`src/rtl/adder_arbiter_if.sv`:
```
// Request/response bundle for adder_arbiter.
// Two requester channels plus one response channel.
interface adder_arbiter_if;
   logic       req0_valid;
   logic       req0_ready;
   logic [7:0] req0_a;
   logic [7:0] req0_b;
   logic       req0_mode;
   logic       req1_valid;
   logic       req1_ready;
   logic [7:0] req1_a;
   logic [7:0] req1_b;
   logic       req1_mode;
   logic       rsp_valid;
   logic       rsp_ready;
   logic       rsp_id;
   logic [7:0] rsp_sum;
   logic       rsp_carry;
   logic       rsp_overflow;

   modport master (
      output req0_valid, req0_a, req0_b, req0_mode,
      output req1_valid, req1_a, req1_b, req1_mode,
      output rsp_ready,
      input  req0_ready, req1_ready,
      input  rsp_valid, rsp_id, rsp_sum, rsp_carry, rsp_overflow
   );

   modport slave (
      input  req0_valid, req0_a, req0_b, req0_mode,
      input  req1_valid, req1_a, req1_b, req1_mode,
      input  rsp_ready,
      output req0_ready, req1_ready,
      output rsp_valid, rsp_id, rsp_sum, rsp_carry, rsp_overflow
   );
endinterface

```
`src/rtl/adder_arbiter.sv`:
```
// Two-requester arbiter sharing one 8-bit adder/subtractor.
// One operation in flight: IDLE -> EXEC -> RESP.
module adder (
   input  logic [7:0] data0,
   input  logic [7:0] data1,
   input  logic       mode,
   output logic [7:0] final_sum,
   output logic       final_carry_out,
   output logic       overflow
);
   logic [7:0] b_eff;
   logic [8:0] full;

   assign b_eff           = data1 ^ {8{mode}};
   assign full            = {1'b0, data0} + {1'b0, b_eff} + {8'd0, mode};
   assign final_sum       = full[7:0];
   assign final_carry_out = full[8];
   assign overflow        = (data0[7] == b_eff[7]) & (full[7] != data0[7]);
endmodule

module adder_arbiter #(
   parameter bit FIXED_PRIO = 1'b0
) (
   input logic              clk,
   input logic              reset,
   adder_arbiter_if.slave   bus
);
   typedef enum logic [1:0] {IDLE, EXEC, RESP} state_t;

   state_t     state_q, state_d;
   logic       ptr_q, ptr_d;
   logic [7:0] a_q, a_d;
   logic [7:0] b_q, b_d;
   logic       mode_q, mode_d;
   logic       id_q, id_d;
   logic       rsp_valid_q, rsp_valid_d;
   logic       rsp_id_q, rsp_id_d;
   logic [7:0] rsp_sum_q, rsp_sum_d;
   logic       rsp_carry_q, rsp_carry_d;
   logic       rsp_ovf_q, rsp_ovf_d;

   logic       gnt0, gnt1;
   logic       is_idle;
   logic       acc0, acc1;
   logic [7:0] sum_w;
   logic       carry_w, ovf_w;

   // Pointer only matters on a tie; a lone requester always wins.
   assign gnt1    = bus.req1_valid &
                    (~bus.req0_valid | (ptr_q & ~FIXED_PRIO));
   assign gnt0    = bus.req0_valid & ~gnt1;
   assign is_idle = (state_q == IDLE) & ~reset;

   assign bus.req0_ready = is_idle & gnt0;
   assign bus.req1_ready = is_idle & gnt1;
   assign acc0           = bus.req0_valid & bus.req0_ready;
   assign acc1           = bus.req1_valid & bus.req1_ready;

   assign bus.rsp_valid    = rsp_valid_q;
   assign bus.rsp_id       = rsp_id_q;
   assign bus.rsp_sum      = rsp_sum_q;
   assign bus.rsp_carry    = rsp_carry_q;
   assign bus.rsp_overflow = rsp_ovf_q;

   adder u_adder (
      .data0           (a_q),
      .data1           (b_q),
      .mode            (mode_q),
      .final_sum       (sum_w),
      .final_carry_out (carry_w),
      .overflow        (ovf_w)
   );

   // Next-state: latch on accept, compute in EXEC, hold until taken.
   always_comb begin
      state_d     = state_q;
      ptr_d       = ptr_q;
      a_d         = a_q;
      b_d         = b_q;
      mode_d      = mode_q;
      id_d        = id_q;
      rsp_valid_d = rsp_valid_q;
      rsp_id_d    = rsp_id_q;
      rsp_sum_d   = rsp_sum_q;
      rsp_carry_d = rsp_carry_q;
      rsp_ovf_d   = rsp_ovf_q;
      unique case (state_q)
         IDLE: begin
            if (acc0) begin
               a_d     = bus.req0_a;
               b_d     = bus.req0_b;
               mode_d  = bus.req0_mode;
               id_d    = 1'b0;
               ptr_d   = 1'b1;
               state_d = EXEC;
            end else if (acc1) begin
               a_d     = bus.req1_a;
               b_d     = bus.req1_b;
               mode_d  = bus.req1_mode;
               id_d    = 1'b1;
               ptr_d   = 1'b0;
               state_d = EXEC;
            end
         end
         EXEC: begin
            rsp_sum_d   = sum_w;
            rsp_carry_d = carry_w;
            rsp_ovf_d   = ovf_w;
            rsp_id_d    = id_q;
            rsp_valid_d = 1'b1;
            state_d     = RESP;
         end
         RESP: begin
            if (bus.rsp_ready) begin
               rsp_valid_d = 1'b0;
               state_d     = IDLE;
            end
         end
         default: state_d = IDLE;
      endcase
   end

   // State and datapath registers; reset discards any in-flight op.
   always_ff @(posedge clk or posedge reset) begin
      if (reset) begin
         state_q     <= IDLE;
         ptr_q       <= 1'b0;
         a_q         <= 8'd0;
         b_q         <= 8'd0;
         mode_q      <= 1'b0;
         id_q        <= 1'b0;
         rsp_valid_q <= 1'b0;
         rsp_id_q    <= 1'b0;
         rsp_sum_q   <= 8'd0;
         rsp_carry_q <= 1'b0;
         rsp_ovf_q   <= 1'b0;
      end else begin
         state_q     <= state_d;
         ptr_q       <= ptr_d;
         a_q         <= a_d;
         b_q         <= b_d;
         mode_q      <= mode_d;
         id_q        <= id_d;
         rsp_valid_q <= rsp_valid_d;
         rsp_id_q    <= rsp_id_d;
         rsp_sum_q   <= rsp_sum_d;
         rsp_carry_q <= rsp_carry_d;
         rsp_ovf_q   <= rsp_ovf_d;
      end
   end
endmodule

```
`src/flat_wrapper.sv`:
```
// flat-port wrapper written by rule: the top's interface ports become plain ports
module adder_arbiter_flat 
#(
   parameter bit FIXED_PRIO = 1'b0
)
  (clk, reset, bus_req0_valid, bus_req0_a, bus_req0_b, bus_req0_mode, bus_req1_valid, bus_req1_a, bus_req1_b, bus_req1_mode, bus_rsp_ready, bus_req0_ready, bus_req1_ready, bus_rsp_valid, bus_rsp_id, bus_rsp_sum, bus_rsp_carry, bus_rsp_overflow);
  adder_arbiter_if bus_i ();
  input logic clk;
  input logic reset;
  input wire logic [$bits(bus_i.req0_valid)-1:0] bus_req0_valid;
  input wire logic [$bits(bus_i.req0_a)-1:0] bus_req0_a;
  input wire logic [$bits(bus_i.req0_b)-1:0] bus_req0_b;
  input wire logic [$bits(bus_i.req0_mode)-1:0] bus_req0_mode;
  input wire logic [$bits(bus_i.req1_valid)-1:0] bus_req1_valid;
  input wire logic [$bits(bus_i.req1_a)-1:0] bus_req1_a;
  input wire logic [$bits(bus_i.req1_b)-1:0] bus_req1_b;
  input wire logic [$bits(bus_i.req1_mode)-1:0] bus_req1_mode;
  input wire logic [$bits(bus_i.rsp_ready)-1:0] bus_rsp_ready;
  output wire logic [$bits(bus_i.req0_ready)-1:0] bus_req0_ready;
  output wire logic [$bits(bus_i.req1_ready)-1:0] bus_req1_ready;
  output wire logic [$bits(bus_i.rsp_valid)-1:0] bus_rsp_valid;
  output wire logic [$bits(bus_i.rsp_id)-1:0] bus_rsp_id;
  output wire logic [$bits(bus_i.rsp_sum)-1:0] bus_rsp_sum;
  output wire logic [$bits(bus_i.rsp_carry)-1:0] bus_rsp_carry;
  output wire logic [$bits(bus_i.rsp_overflow)-1:0] bus_rsp_overflow;
  assign bus_i.req0_valid = bus_req0_valid;
  assign bus_i.req0_a = bus_req0_a;
  assign bus_i.req0_b = bus_req0_b;
  assign bus_i.req0_mode = bus_req0_mode;
  assign bus_i.req1_valid = bus_req1_valid;
  assign bus_i.req1_a = bus_req1_a;
  assign bus_i.req1_b = bus_req1_b;
  assign bus_i.req1_mode = bus_req1_mode;
  assign bus_i.rsp_ready = bus_rsp_ready;
  assign bus_req0_ready = bus_i.req0_ready;
  assign bus_req1_ready = bus_i.req1_ready;
  assign bus_rsp_valid = bus_i.rsp_valid;
  assign bus_rsp_id = bus_i.rsp_id;
  assign bus_rsp_sum = bus_i.rsp_sum;
  assign bus_rsp_carry = bus_i.rsp_carry;
  assign bus_rsp_overflow = bus_i.rsp_overflow;
  adder_arbiter #(.FIXED_PRIO(FIXED_PRIO)) u_core (.clk(clk), .reset(reset), .bus(bus_i));
endmodule
```
`config.mk`:
```
export PLATFORM = sky130hd
export DESIGN_NAME = adder_arbiter_flat
export DESIGN_NICKNAME = d
export VERILOG_FILES = /design/src/rtl/adder_arbiter_if.sv /design/src/rtl/adder_arbiter.sv /design/src/flat_wrapper.sv
export SDC_FILE = /design/constraint.sdc
export NUM_CORES = 1
export LEC_CHECK = 0
export BUFFER_PORTS_ARGS = -buffer_cell sky130_fd_sc_hd__clkbuf_2
export CAP_MARGIN = 5
export CORE_MARGIN = 2
export CORE_UTILIZATION = 25
export DETAILED_ROUTE_END_ITERATION = 8
export PLACE_DENSITY = 0.45
export SETUP_SLACK_MARGIN = 0.4
export SYNTH_ARGS = -nofsm -noshare
export SYNTH_HDL_FRONTEND = slang
export SYNTH_HIERARCHICAL = 1
export SYNTH_SLANG_ARGS = --single-unit
```
`constraint.sdc`:
```
create_clock -name clk -period 3.35 [get_ports clk]
set_clock_uncertainty 0.2 [all_clocks]
set_input_delay 0.1675 -clock clk [delete_from_list [all_inputs] [get_ports clk]]
set_output_delay 0.1675 -clock clk [all_outputs]
set_load 0.01 [all_outputs]
```
### After elaboration in Yosys (flattened, before gate mapping)

Cells that the tools add are included.

| cells by class | value |
|---|---|
| add/subtract/negate cells | 2 |
| equal/unequal tests | 6 |
| bitwise gates (word level) | 13 |
| muxes and demuxes | 16 |
| $mul | 0 |
| shift operators | 0 |
| order comparisons | 0 |
| divide/modulo/power cells | 0 |
| reduce and logical (&&, ||, !) cells | 6 |

Operator list:

| operator | number |
|---|---|
| $mux 8 | 4 |
| $add 8x8->9 | 1 |
| $add 9x1->9 | 1 |
| $and 1x1->1 | 8 |
| $xor 8x8->8 | 1 |
| $mux 1 | 7 |
| $mux 2 | 3 |
| $pmux 2 s3 | 1 |
| $reduce_and 2->1 | 3 |
| $reduce_bool 2->1 | 2 |
| $ne 3x1->1 const B | 1 |
| $not 1->1 | 3 |
| $eq 2x1->1 const B | 1 |
| $eq 2x2->1 const B | 1 |
| $logic_not 2->1 | 1 |
| $ne 2x2->1 const B | 1 |
| $pmux 1 s2 | 1 |
| $eq 1x1->1 | 1 |
| $ne 1x1->1 | 1 |
| $or 1x1->1 | 1 |

| word-level totals | value |
|---|---|
| bits in writable memories | 0 |
| memories kept | 0 |
| input port bits | 39 |
| output and inout bits | 14 |
| latch bits | 0 |
| word-level logic and storage cells | 54 |
| memory bits (read-only) | 0 |
| register bits | 33 |

### Logic depth before layout (Yosys ltp)

Gate-level depths: netlist of the first run.

| logic depth | value |
|---|---|
| word-level depth | 9 |
| gate-level depth with buffers | 9 |
| gate-level depth less buffers | 8 |

### Modules after synthesis

The synthesis of the first run kept the hierarchy.

Modules (own cells, without submodules):

| module | area an instance (sq um) | sequential area each (sq um) | instances | cells each |
|---|---|---|---|---|
| adder_arbiter | 1471.4 | 825.8 | 1 | 123 |
| adder | 470.5 | 0.0 | 1 | 60 |

### Worst setup path after synthesis of the first run

No wires, ideal clock.

| timing | value |
|---|---|
| path type | register -> register |
| start point | register u_core.mode_q |
| end point | register u_core.rsp_ovf_q (netlist: u_core/bus.rsp_overflow) |
| arrival | 2.011 ns |
| path slack | 1.014 ns |
| cell stages (with the launch flop) | 9 |
| path buffers | 1 |
| clock period less this slack | 2.336 ns |
| path through | dfrtp_1 buf_6 xor2_1 ha_1 a211oi_1 nor4_1 a311oi_1 nand3_1 mux2_2 |

| between the ends | value |
|---|---|
| cells in the longest elaborated chain, start to end | 5 |
| elaborated cells between the ends (all ways) | 6 |
| classes of those cells | 2 x add/sub; 2 x eq/ne; 2 x bitwise |

Ends and longest elaborated chain:

| what | line | text |
|---|---|---|
| from (decl) | adder_arbiter.sv:34 | `logic mode_q, mode_d;` |
| from (signal assigned) | adder_arbiter.sv:142 | `mode_q <= mode_d;` |
| $xor 8x8->8 | adder_arbiter.sv:14 | `assign b_eff = data1 ^ {8{mode}};` |
| $add 8x8->9 | adder_arbiter.sv:15 | `assign full = {1'b0, data0} + {1'b0, b_eff} + {8'd0, mode};` |
| $add 9x1->9 | adder_arbiter.sv:15 |  |
| $ne 1x1->1 | adder_arbiter.sv:18 | `assign overflow = (data0[7] == b_eff[7]) & (full[7] != data0[7]);` |
| $and 1x1->1 * | adder_arbiter.sv:18 |  |
| net u_core.ovf_w | adder_arbiter.sv:46 | `logic carry_w, ovf_w;` |
| to (signal assigned) | adder_arbiter.sv:148 | `rsp_ovf_q <= rsp_ovf_d;` |
| to (decl) | adder_arbiter.sv:40 | `logic rsp_ovf_q, rsp_ovf_d;` |

The timed path passes the listed nets; every way through them passes the cells marked *.
A chain may end at the register's enable or synchronous reset.

### Final worst setup path of the first run

Ends and elaborated chain as after synthesis.

==> run summary, run 1 <==
Die width: 92.1 µm
Critical Path Sink Type: flip-flop
Reg power frac: 0.299
Status: complete, no violations
Fin nets: 301
Tot Pwr: 0.00249 W
Max cap viols: 0
Crit path DAT: 2.55 ns
Vias in the first global route: 1597
Fillers: 838
Die ar.: 0.00849 mm²
DR WL met2: 2100 µm
YS warnings: 6
Vias: 1622
RSZ-0062 raised after global routing: false
Synthesized cell area: 0.00194 mm²
Avg Vias per Cell: 4.57
I/O pin count: 53
Top cell type's share of synthesized area: 0.425
CP startpoint: u_core/mode_q
Lkg Pwr: 1.18 nW
Final min period: 2.59 ns
Die height: 92.1 µm
Max Freq: 0.387 GHz
Ys async rst share: 1.00
# DRC: 0
Max clock buf depth: 2
Initial Utilization: 0.255
Min-delay src: bus_req1_a[1]
Int Power: 0.00144 W
CP required: 3.32 ns
Most area-hungry cell type in the Yosys netlist: dfrtp_1
Largest family of logic cells by synthesized area: compound AO/OA/AOI/OAI gates
Worst hold slack: 0.0759 ns
CTS root buf: clkbuf_8
Highest metal used: met4
R2R cell count: 7
Relative slew slack: 0.452
Synth Area in Adders: 0.0554
Final Setup Violations: 0
Maximum vdd drop: 0.281 mV
IO buf count: 52
Drt wl/cell: 13.5 µm
FF+latch count, synth: 33
Post-synth EDFFs: 0
Mean post-synth cell area: 10.6 µm²
CP Max Fanout: 9
Clock sinks: 33
Metal-1 WL: 2470 µm
Final WL: 4810 µm
Compound-Gate Fraction of Synth Area: 0.200
Worst Max-Slew Pin Slew: 0.822 ns
Number of buffers created by CTS: 5
Most area-consuming cells after synthesis: dfrtp_1 (43%), a221o_2 (9.9%), mux2_2 (6.4%)
Final period util: 0.772
Worst-path clk slew: 0.07 ns
Comb power frac: 0.591
Syn_nets: 230
Net Sw Power: 0.00105 W
GP Congestion: 0.808
Drt pass-1 iters: 4
Setup TNS: 0 ns
Mux cell area share after synthesis: 0.0709
Initial DRC Count: 65
Yosys cell types: 42
N_diodes: 0
Main synth FF type: dfrtp_1
Register area share after synthesis: 0.425
Synthesized instance count: 183
Pins Over Slew Limit: 0
Clock power share: 0.110
Startpoint Class: flip-flop
Post-synthesis xor/xnor area fraction: 0.0541
Row count: 32
Synth top cells by count: dfrtp_1 (33), nand2_1 (19), nor3_1 (19)
Core area: 0.00761 mm²
First-pass GRT wire length: 8430 µm
Sw Share: 0.422
Total gr overflow: 0
Antenna Nets Post-Route: 0
Final HPWL DP: 3620 µm
CTS tree: built
Reg-to-reg startpoint: u_core/mode_q
Share of cells above drive strength 1: 0.383
Clock Latency Late Sink: 0.28 ns
DR WL met3: 201 µm
Fin. Hold Viols: 0
Area Growth Syn to Fin: 31.7%
Post-synthesis simple-gate area fraction: 0.149
Pwr/cell area: 975 mW/mm²
CTS HTree Levels: 2
Total track usage: 0.125
Largest net degree at the start of global routing: 29
Hold Crit Class: in -> reg
WS Path Type: reg -> reg
Quantity of gates resized following cts: 0
Initial antenna violation count: 0
Most frequent cell after synthesis: dfrtp_1
Number of cells on the worst hold path: 4
==> final timing paths <==
kind | to | slack, ns
worst max-delay path | u_core/bus.rsp_overflow | 0.76
min in group asynchronous | u_core/id_q | 0.15
worst max register to register | u_core/bus.rsp_overflow | 0.76
worst min-delay path | u_core/a_q[1] | 0.08
worst min register to register | u_core/id_q | 0.28
max in group asynchronous | u_core/a_q[4] | 2.19
==> kinds of logic (layout without fill, tap and decap cells) <==
kind of cell,after synthesis,in the layout
and+or+nand+nor,58,58
AOI/OAI and AO/OA,43,43
DFF,33,33
buffers and inverters,17,87
xor gates and xnor gates,12,12
muxes,12,12
adders and majority gates,8,8
==> through the flow <==
stage	worst slack (ns)	util	instance area, µm²	std cells
floorplan	1.01	-	1940	183
global placement	0.831	0.300	2280	329
detailed placement	0.787	0.300	2280	329
CTS	0.763	0.336	2560	355
global route	0.512	0.336	2560	355
finish	0.763	0.336	2560	355
==> sequential cells by signal, indices dropped and copies added (netlist names) <==
name	cells
u_core/a_q	8
u_core/b_q	8
u_core/bus.rsp_carry	1
u_core/bus.rsp_id	1
u_core/bus.rsp_overflow	1
u_core/bus.rsp_sum	8
u_core/bus.rsp_valid	1
u_core/id_q	1
u_core/mode_q	1
u_core/ptr_q	1
u_core/state_q	2
==> cell type report <==
| type | instances | area, µm² | share of cell area |
|---|---|---|---|
| multi-input combinational | 133 | 1030 | 0.402 |
| sequential | 33 | 826 | 0.323 |
| inverter | 7 | 26.3 | 0.0103 |
| tap | 102 | 128 | 0.0499 |
| clock buffer | 5 | 68.8 | 0.0269 |
| clock inverter | 1 | 5.00 | 0.00196 |
| timing repair buffer | 74 | 475 | 0.186 |
==> critical path, cell delays in order, from the launching register on <==
cell and delay [ns]:
dfrtp_1 0.52, xor2_1 0.23, ha_1 0.36, a211oi_1 0.44
nor4_1 0.09, a311oi_1 0.27, nand3_1 0.11, mux2_2 0.26
==> power groups by stage <==
stage | combinational, W | clock [W] | sequential [W]
detailed placement | 0.00147 | 0 | 0.000755
global route | 0.00168 | 0.000297 | 0.000777
floorplan | 0.00113 | 0 | 0.000734
finish | 0.00147 | 0.000275 | 0.000745
global placement | 0.00146 | 0 | 0.000759
CTS | 0.00150 | 0.000289 | 0.000748
==> layer usage <==
layer	track usage	vias up
met5	0	-
met4	0.0373	0
met3	0.0263	4
met2	0.180	39
met1	0.188	759
li1	-	820
==> cells in the final DEF, fill, tap and decap left out, types with 5 or more instances in the layout <==
master	Yosys	layout
xor2_1	9	9
a221o_2	17	17
nor3_1	19	19
ha_1	7	7
inv_1	7	7
nor2_1	6	6
mux2_2	11	11
clkbuf_2	0	52
clkbuf_8	0	5
dlygate4sd3_1	0	20
nand2_1	19	19
dfrtp_1	33	33
==> what timing repair did <==
item | in CTS | in global routing
endpoints found under the hold margin | 53 | 0
setup buffers | 0 | 0
hold buffers | 20 | 0
(Power assumes the default switching activity.)
==> run 2: changes to the inputs <==
==> constraint.sdc (replaced) <==
create_clock -name clk -period 2.54 [get_ports clk]
set_clock_uncertainty 0.2 [all_clocks]
set_input_delay 0.127 -clock clk [delete_from_list [all_inputs] [get_ports clk]]
set_output_delay 0.127 -clock clk [all_outputs]
set_load 0.01 [all_outputs]
==> run 2 against run 1 <==
Register-to-register slack lost 0.64 ns. Fmax grew 7.1%. Non-clock buffer count grew 17. Total power grew 84%.
==> run summary, run 2 (synthesis results as in run 1) <==
Status: complete, no violations
DP Worst Slack: 0.0670 ns (-0.720 ns)
R2R cell count: 8 (+1)
Vias: 1739 (+7.2%)
Clock Latency Late Sink: 0.28 ns (about the same)
I/O pin count: 53 (unchanged)
Die height: 92.1 µm (unchanged)
Final Instance Count excl. Fillers: 374 (+5.4%)
Number of buffers created by CTS: 5 (unchanged)
Avg Vias per Cell: 4.65 (+1.8%)
Pins Over Slew Limit: 0 (unchanged)
CTS tree: built
Reg-to-reg startpoint: u_core/mode_q
Worst-path clk slew: 0.07 ns (about the same)
Lkg Pwr: 1.32 nW (+12%)
Critical Path Sink Type: flip-flop
Max Freq: 0.414 GHz (+7.1%)
Number of cells on the worst hold path: 4 (unchanged)
Initial Utilization: 0.255 (unchanged)
Fin nets: 318 (+5.6%)
Total track usage: 0.134 (+0.00922)
WS Path Type: reg -> reg
Final HPWL DP: 3690 µm (+1.9%)
Die ar.: 0.00849 mm² (unchanged)
R2R setup slack: 0.12 ns (-0.64 ns)
Pwr/cell area: 1550 mW/mm² (+59%)
Sw Share: 0.392 (-0.0302)
CP Max Fanout: 4 (-5)
Clock power share: 0.113 (+0.003)
CTS HTree Levels: 2 (unchanged)
Final period util: 0.951 (+0.179)
Crit path DAT: 2.38 ns (-0.17 ns)
Crit-path max cell delay: 0.42 ns (-0.10 ns)
Final WL: 5470 µm (+14%)
Core area: 0.00761 mm² (unchanged)
First-pass GRT wire length: 8960 µm (+6.3%)
IO buf count: 52 (unchanged)
Share of cells above drive strength 1: 0.518 (+0.135)
N_diodes: 0 (unchanged)
Initial antenna violation count: 0 (unchanged)
Placed cell area: 0.00231 mm² (+0.99%)
Drt wl/cell: 14.6 µm (+7.9%)
Max cap viols: 0 (unchanged)
Initial DRC Count: 60 (-7.7%)
Int Power: 0.00279 W (+94%)
CP required: 2.51 ns (-0.81 ns)
Die width: 92.1 µm (unchanged)
Comb power frac: 0.669 (+0.078)
Critical-path top delay cell: dfrtp_2
CTS root buf: clkbuf_8
Net Sw Power: 0.00180 W (+71%)
Hold Crit Class: in -> reg
Startpoint Class: flip-flop
Reg power frac: 0.218 (-0.081)
Antenna Nets Post-Route: 0 (unchanged)
Fin. Hold Viols: 0 (unchanged)
Final Setup Violations: 0 (unchanged)
Clock sinks: 33 (unchanged)
Final setup margin: 0.124 ns (-0.639 ns)
Hold Path Sink: u_core/a_q[5]
Vias in the first global route: 1852 (+16%)
Worst R2R End: u_core/bus.rsp_carry
Commonest cells after routing, fill and taps aside: clkbuf_2 (52), dfrtp_1 (32), dlygate4sd3_1 (20)
Max clock buf depth: 2 (unchanged)
# DRC: 0 (unchanged)
Final min period: 2.42 ns (-0.171 ns)
RSZ-0062 raised after global routing: true
Largest net degree at the start of global routing: 34 (+17%)
Worst Max-Slew Pin Slew: 0.838 ns (+0.0158 ns)
GP Congestion: 0.770 (-4.7%)
Worst hold slack: 0.0374 ns (-0.0385 ns)
Row count: 32 (unchanged)
Placed Cells: 329 (unchanged)
Area Growth Syn to Fin: 52.2%
Leading cell type in the layout, fill and taps excluded: clkbuf_2
Total gr overflow: 0 (unchanged)
Finished layout cell area: 0.00296 mm² (+16%)
Min-delay src: bus_req1_a[5]
Setup TNS: 0 ns (unchanged)
Worst-path cell chain: buf_6 > xor2_1 > ha_1 > nor2b_4 > o31a_1 > o31ai_2 > a21oi_1 > mux2_4
Drt pass-1 iters: 4 (unchanged)
Relative slew slack: 0.441 (-0.0105)
Maximum vdd drop: 0.423 mV (+50%)
-- run 2: worst max-delay path: cells and delay by family (launching register included) --
family                     cells  cell delay, ns
and+or+nand+nor                1            0.16
muxes                          1            0.26
DFF                            1            0.42
xor gates and xnor gates       1            0.15
buffers and inverters          1            0.14
AOI/OAI and AO/OA              3            0.62
adders and majority gates      1            0.35
-- run 2: worst max-delay path by stage --
stage,to,slack [ns],start
floorplan,u_core/bus.rsp_carry,0.30,u_core/mode_q
global placement,u_core/bus.rsp_sum[6],0.11,u_core/mode_q
detailed placement,u_core/bus.rsp_carry,0.07,u_core/mode_q
CTS,u_core/bus.rsp_carry,0.15,u_core/mode_q
global route,u_core/bus.rsp_carry,0.05,u_core/mode_q
finish,u_core/bus.rsp_carry,0.12,u_core/mode_q
-- run 2: routing by layer --
layer | vias up | share of wire | track usage
li1 | 850 | - | -
met1 | 854 | 0.45 | 0.169
met2 | 33 | 0.51 | 0.230
met3 | 2 | 0.036 | 0.0296
met4 | 0 | 0.0057 | 0.0386
met5 | - | 0 | 0
-- run 2: per-stage QoR --
stage | total power, W | util
floorplan | 0.00254 | -
global placement | 0.00301 | 0.303
detailed placement | 0.00301 | 0.303
CTS | 0.00400 | 0.363
global route | 0.00494 | 0.388
finish | 0.00459 | 0.388
-- run 2: repair_timing --
item,4_1_cts,5_1_grt
resized for setup,20,22
setup endpoints to repair,9,7
pin swaps,6,9
gates cloned,0,0
setup buffers,8,9
hold endpoints to repair,53,0
hold buffers,20,0
-- run 2: cell type report --
type / instances / area [µm²]
clock inverter: 2 / 37.5
clock buffer: 6 / 82.6
tap: 102 / 128
sequential: 33 / 827
fill: 783 / 4650
multi-input combinational: 133 / 1230
timing repair buffer: 91 / 622
inverter: 7 / 26.3
-- run 2: power groups by stage --
stage	clock, W	combinational, W	sequential, W
floorplan	0	0.00157	0.000968
global placement	0	0.00201	0.000998
detailed placement	0	0.00201	0.000999
global route	0.000559	0.00335	0.00104
CTS	0.000538	0.00249	0.000971
finish	0.000518	0.00307	0.00100
==> run 3: changes to the inputs <==
==> constraint.sdc (replaced) <==
create_clock -name clk -period 2.54 [get_ports clk]
set_clock_uncertainty 0.2 [all_clocks]
set_input_delay 0.127 -clock clk [delete_from_list [all_inputs] [get_ports clk]]
set_output_delay 0.127 -clock clk [all_outputs]
set_load 0.005 [all_outputs]
==> run 3 against run 2 <==
Wire length is essentially flat. Critical path depth is the same. Clock power is essentially flat. Worst setup slack gained 0.0018 ns. Worst hold slack is essentially flat. Combinational power shrank 1%. Sequential share of layout area shrank 0.071 points. Non-clock buffer count grew 1. First-iteration DRC count grew 6.7%.
==> run summary, run 3 (synthesis results as in run 1) <==
Clock sinks: 33 (unchanged)
Total track usage: 0.134 (-0.000174)
Max clock buf depth: 2 (unchanged)
Die height: 92.1 µm (unchanged)
Relative slew slack: 0.440 (-0.00162)
GP Congestion: 0.770 (unchanged)
Total gr overflow: 0 (unchanged)
Net Sw Power: 0.00176 W (-2.1%)
Reg-to-reg startpoint: u_core/mode_q
Number of buffers created by CTS: 5 (unchanged)
Clock Latency Late Sink: 0.28 ns (about the same)
Worst-path clk slew: 0.07 ns (about the same)
Area Growth Syn to Fin: 52.6%
Fin. Hold Viols: 0 (unchanged)
Maximum vdd drop: 0.423 mV (-0.16%)
Max Freq: 0.414 GHz (about the same)
CP required: 2.51 ns (about the same)
Drt pass-1 iters: 4 (unchanged)
Initial Utilization: 0.255 (unchanged)
CP delay by family, top: compound AO/OA/AOI/OAI gates
Final HPWL DP: 3690 µm (unchanged)
Core area: 0.00761 mm² (unchanged)
Initial DRC Count: 64 (+6.7%)
Critical Path Sink Type: flip-flop
Initial antenna violation count: 0 (unchanged)
Crit-path max cell delay: 0.42 ns (about the same)
Avg Vias per Cell: 4.63 (-0.38%)
Largest net degree at the start of global routing: 34 (unchanged)
Final min period: 2.41 ns (-0.00175 ns)
Util after Layout: 0.389 (+0.000987)
Comb power frac: 0.666 (-0.003)
Pwr/cell area: 1540 mW/mm² (-1.1%)
Sw Share: 0.386 (-0.00521)
Pins Over Slew Limit: 0 (unchanged)
I/O pin count: 53 (unchanged)
Startpoint Class: flip-flop
Vias in the first global route: 1858 (+0.32%)
# DRC: 0 (unchanged)
Final setup margin: 0.126 ns (+0.00175 ns)
Min-delay src: bus_req1_a[5]
First-pass GRT wire length: 8960 µm (unchanged)
Lkg Pwr: 1.33 nW (+0.40%)
Critical-path top delay cell: dfrtp_2
Worst path bufs/invs: 1 (unchanged)
Worst-path cell chain: buf_6 > xor2_1 > ha_1 > nor2b_4 > o31a_1 > o31ai_2 > a21oi_1 > mux2_4
Hold Crit Class: in -> reg
Fin nets: 319 (+0.31%)
WS Path Type: reg -> reg
Share of cells above drive strength 1: 0.520 (+0.00176)
Reg power frac: 0.220 (+0.002)
CTS tree: built
Int Power: 0.00279 W (about the same)
Leading cell type in the layout, fill and taps excluded: clkbuf_2
Drt wl/cell: 14.6 µm (-0.36%)
Tot Pwr: 0.00455 W (-0.82%)
Row count: 32 (unchanged)
RSZ-0062 raised after global routing: true
Max cap viols: 0 (unchanged)
N_diodes: 0 (unchanged)
CP Max Fanout: 4 (unchanged)
DP Worst Slack: 0.0670 ns (unchanged)
CTS HTree Levels: 2 (unchanged)
CP startpoint: u_core/mode_q
Commonest cells after routing, fill and taps aside: clkbuf_2 (52), dfrtp_1 (32), dlygate4sd3_1 (20)
IO buf count: 52 (unchanged)
Antenna Nets Post-Route: 0 (unchanged)
Crit path DAT: 2.38 ns (about the same)
Worst Max-Slew Pin Slew: 0.840 ns (+0.00243 ns)
Final period util: 0.950 (about the same)
Setup TNS: 0 ns (unchanged)
Die width: 92.1 µm (unchanged)
Final WL: 5460 µm (about the same)
Clock power share: 0.114 (about the same)
Die ar.: 0.00849 mm² (unchanged)
Final Setup Violations: 0 (unchanged)
Status: complete, no violations
CTS root buf: clkbuf_8
Vias: 1737 (-0.12%)
==> run 3: cell types whose count changed in the layout (fill, tap and decap cells not counted), sizes merged <==
| cell | change |
|---|---|
| buf | +1 |
==> run 3: worst register-to-register path, stage by stage (launching register included) <==
cell     delay (ns)
dfrtp_2        0.42
buf_6          0.14
xor2_1         0.15
ha_1           0.35
nor2b_4        0.16
o31a_1         0.27
o31ai_2        0.24
a21oi_1        0.11
mux2_4         0.26
==> run 3: per-stage QoR <==
step | area [µm²] | instances | hold slack [ns]
final | 2960 | 375 | 0.0370
after global routing | 2960 | 375 | 0.0684
after floorplan | 1960 | 183 | 0.0332
after global placement | 2310 | 329 | 0.0784
after detailed placement | 2310 | 329 | 0.0782
after CTS | 2770 | 366 | 0.0269
==> run 3: worst paths after layout <==
check | slack [ns] | endpoint | cells past startpoint
max in group asynchronous | 1.49 | u_core/mode_q | 4
worst max-delay path | 0.13 | u_core/bus.rsp_carry | 8
min in group asynchronous | 0.31 | u_core/ptr_q | 4
worst min register to register | 0.28 | u_core/id_q | 1
worst min-delay path | 0.04 | u_core/a_q[5] | 4
worst max register to register | 0.13 | u_core/bus.rsp_carry | 8
==> run 3: cell type report <==
type                    count  area, µm²
clock buffers               6       82.6
clock inverters             2       37.5
fillers                   784       4640
inverters                   7       26.3
multi-input cells         133       1230
flip-flops and latches     33        827
well taps                 102        128
repair buffers             92        629
==> run 3: layer usage <==
layer / up-vias / GRT usage / part of all wire
met3: 2 / 0.0296 / 0.035
met2: 33 / 0.230 / 0.51
li1: 852 / - / -
met4: 0 / 0.0386 / 0.0057
met5: - / 0 / 0
met1: 850 / 0.169 / 0.45
==> run 3: what timing repair did <==
| action | 4_1_cts | 5_1_grt |
|---|---|---|
| pin swaps | 6 | 9 |
| hold buffers | 20 | 0 |
| hold endpoints to repair | 53 | 0 |
| buffers inserted | 9 | 9 |
| resized for setup | 20 | 22 |
| setup endpoints to repair | 9 | 7 |
==> run 3: power by group through the flow <==
stage / Combinational, W / Sequential (W) / Clock [W]
after global routing: 0.00331 / 0.00104 / 0.000559
after detailed placement: 0.00197 / 0.000999 / 0
after CTS: 0.00245 / 0.000971 / 0.000538
after global placement: 0.00197 / 0.000998 / 0
final: 0.00303 / 0.00100 / 0.000519
after floorplan: 0.00157 / 0.000932 / 0
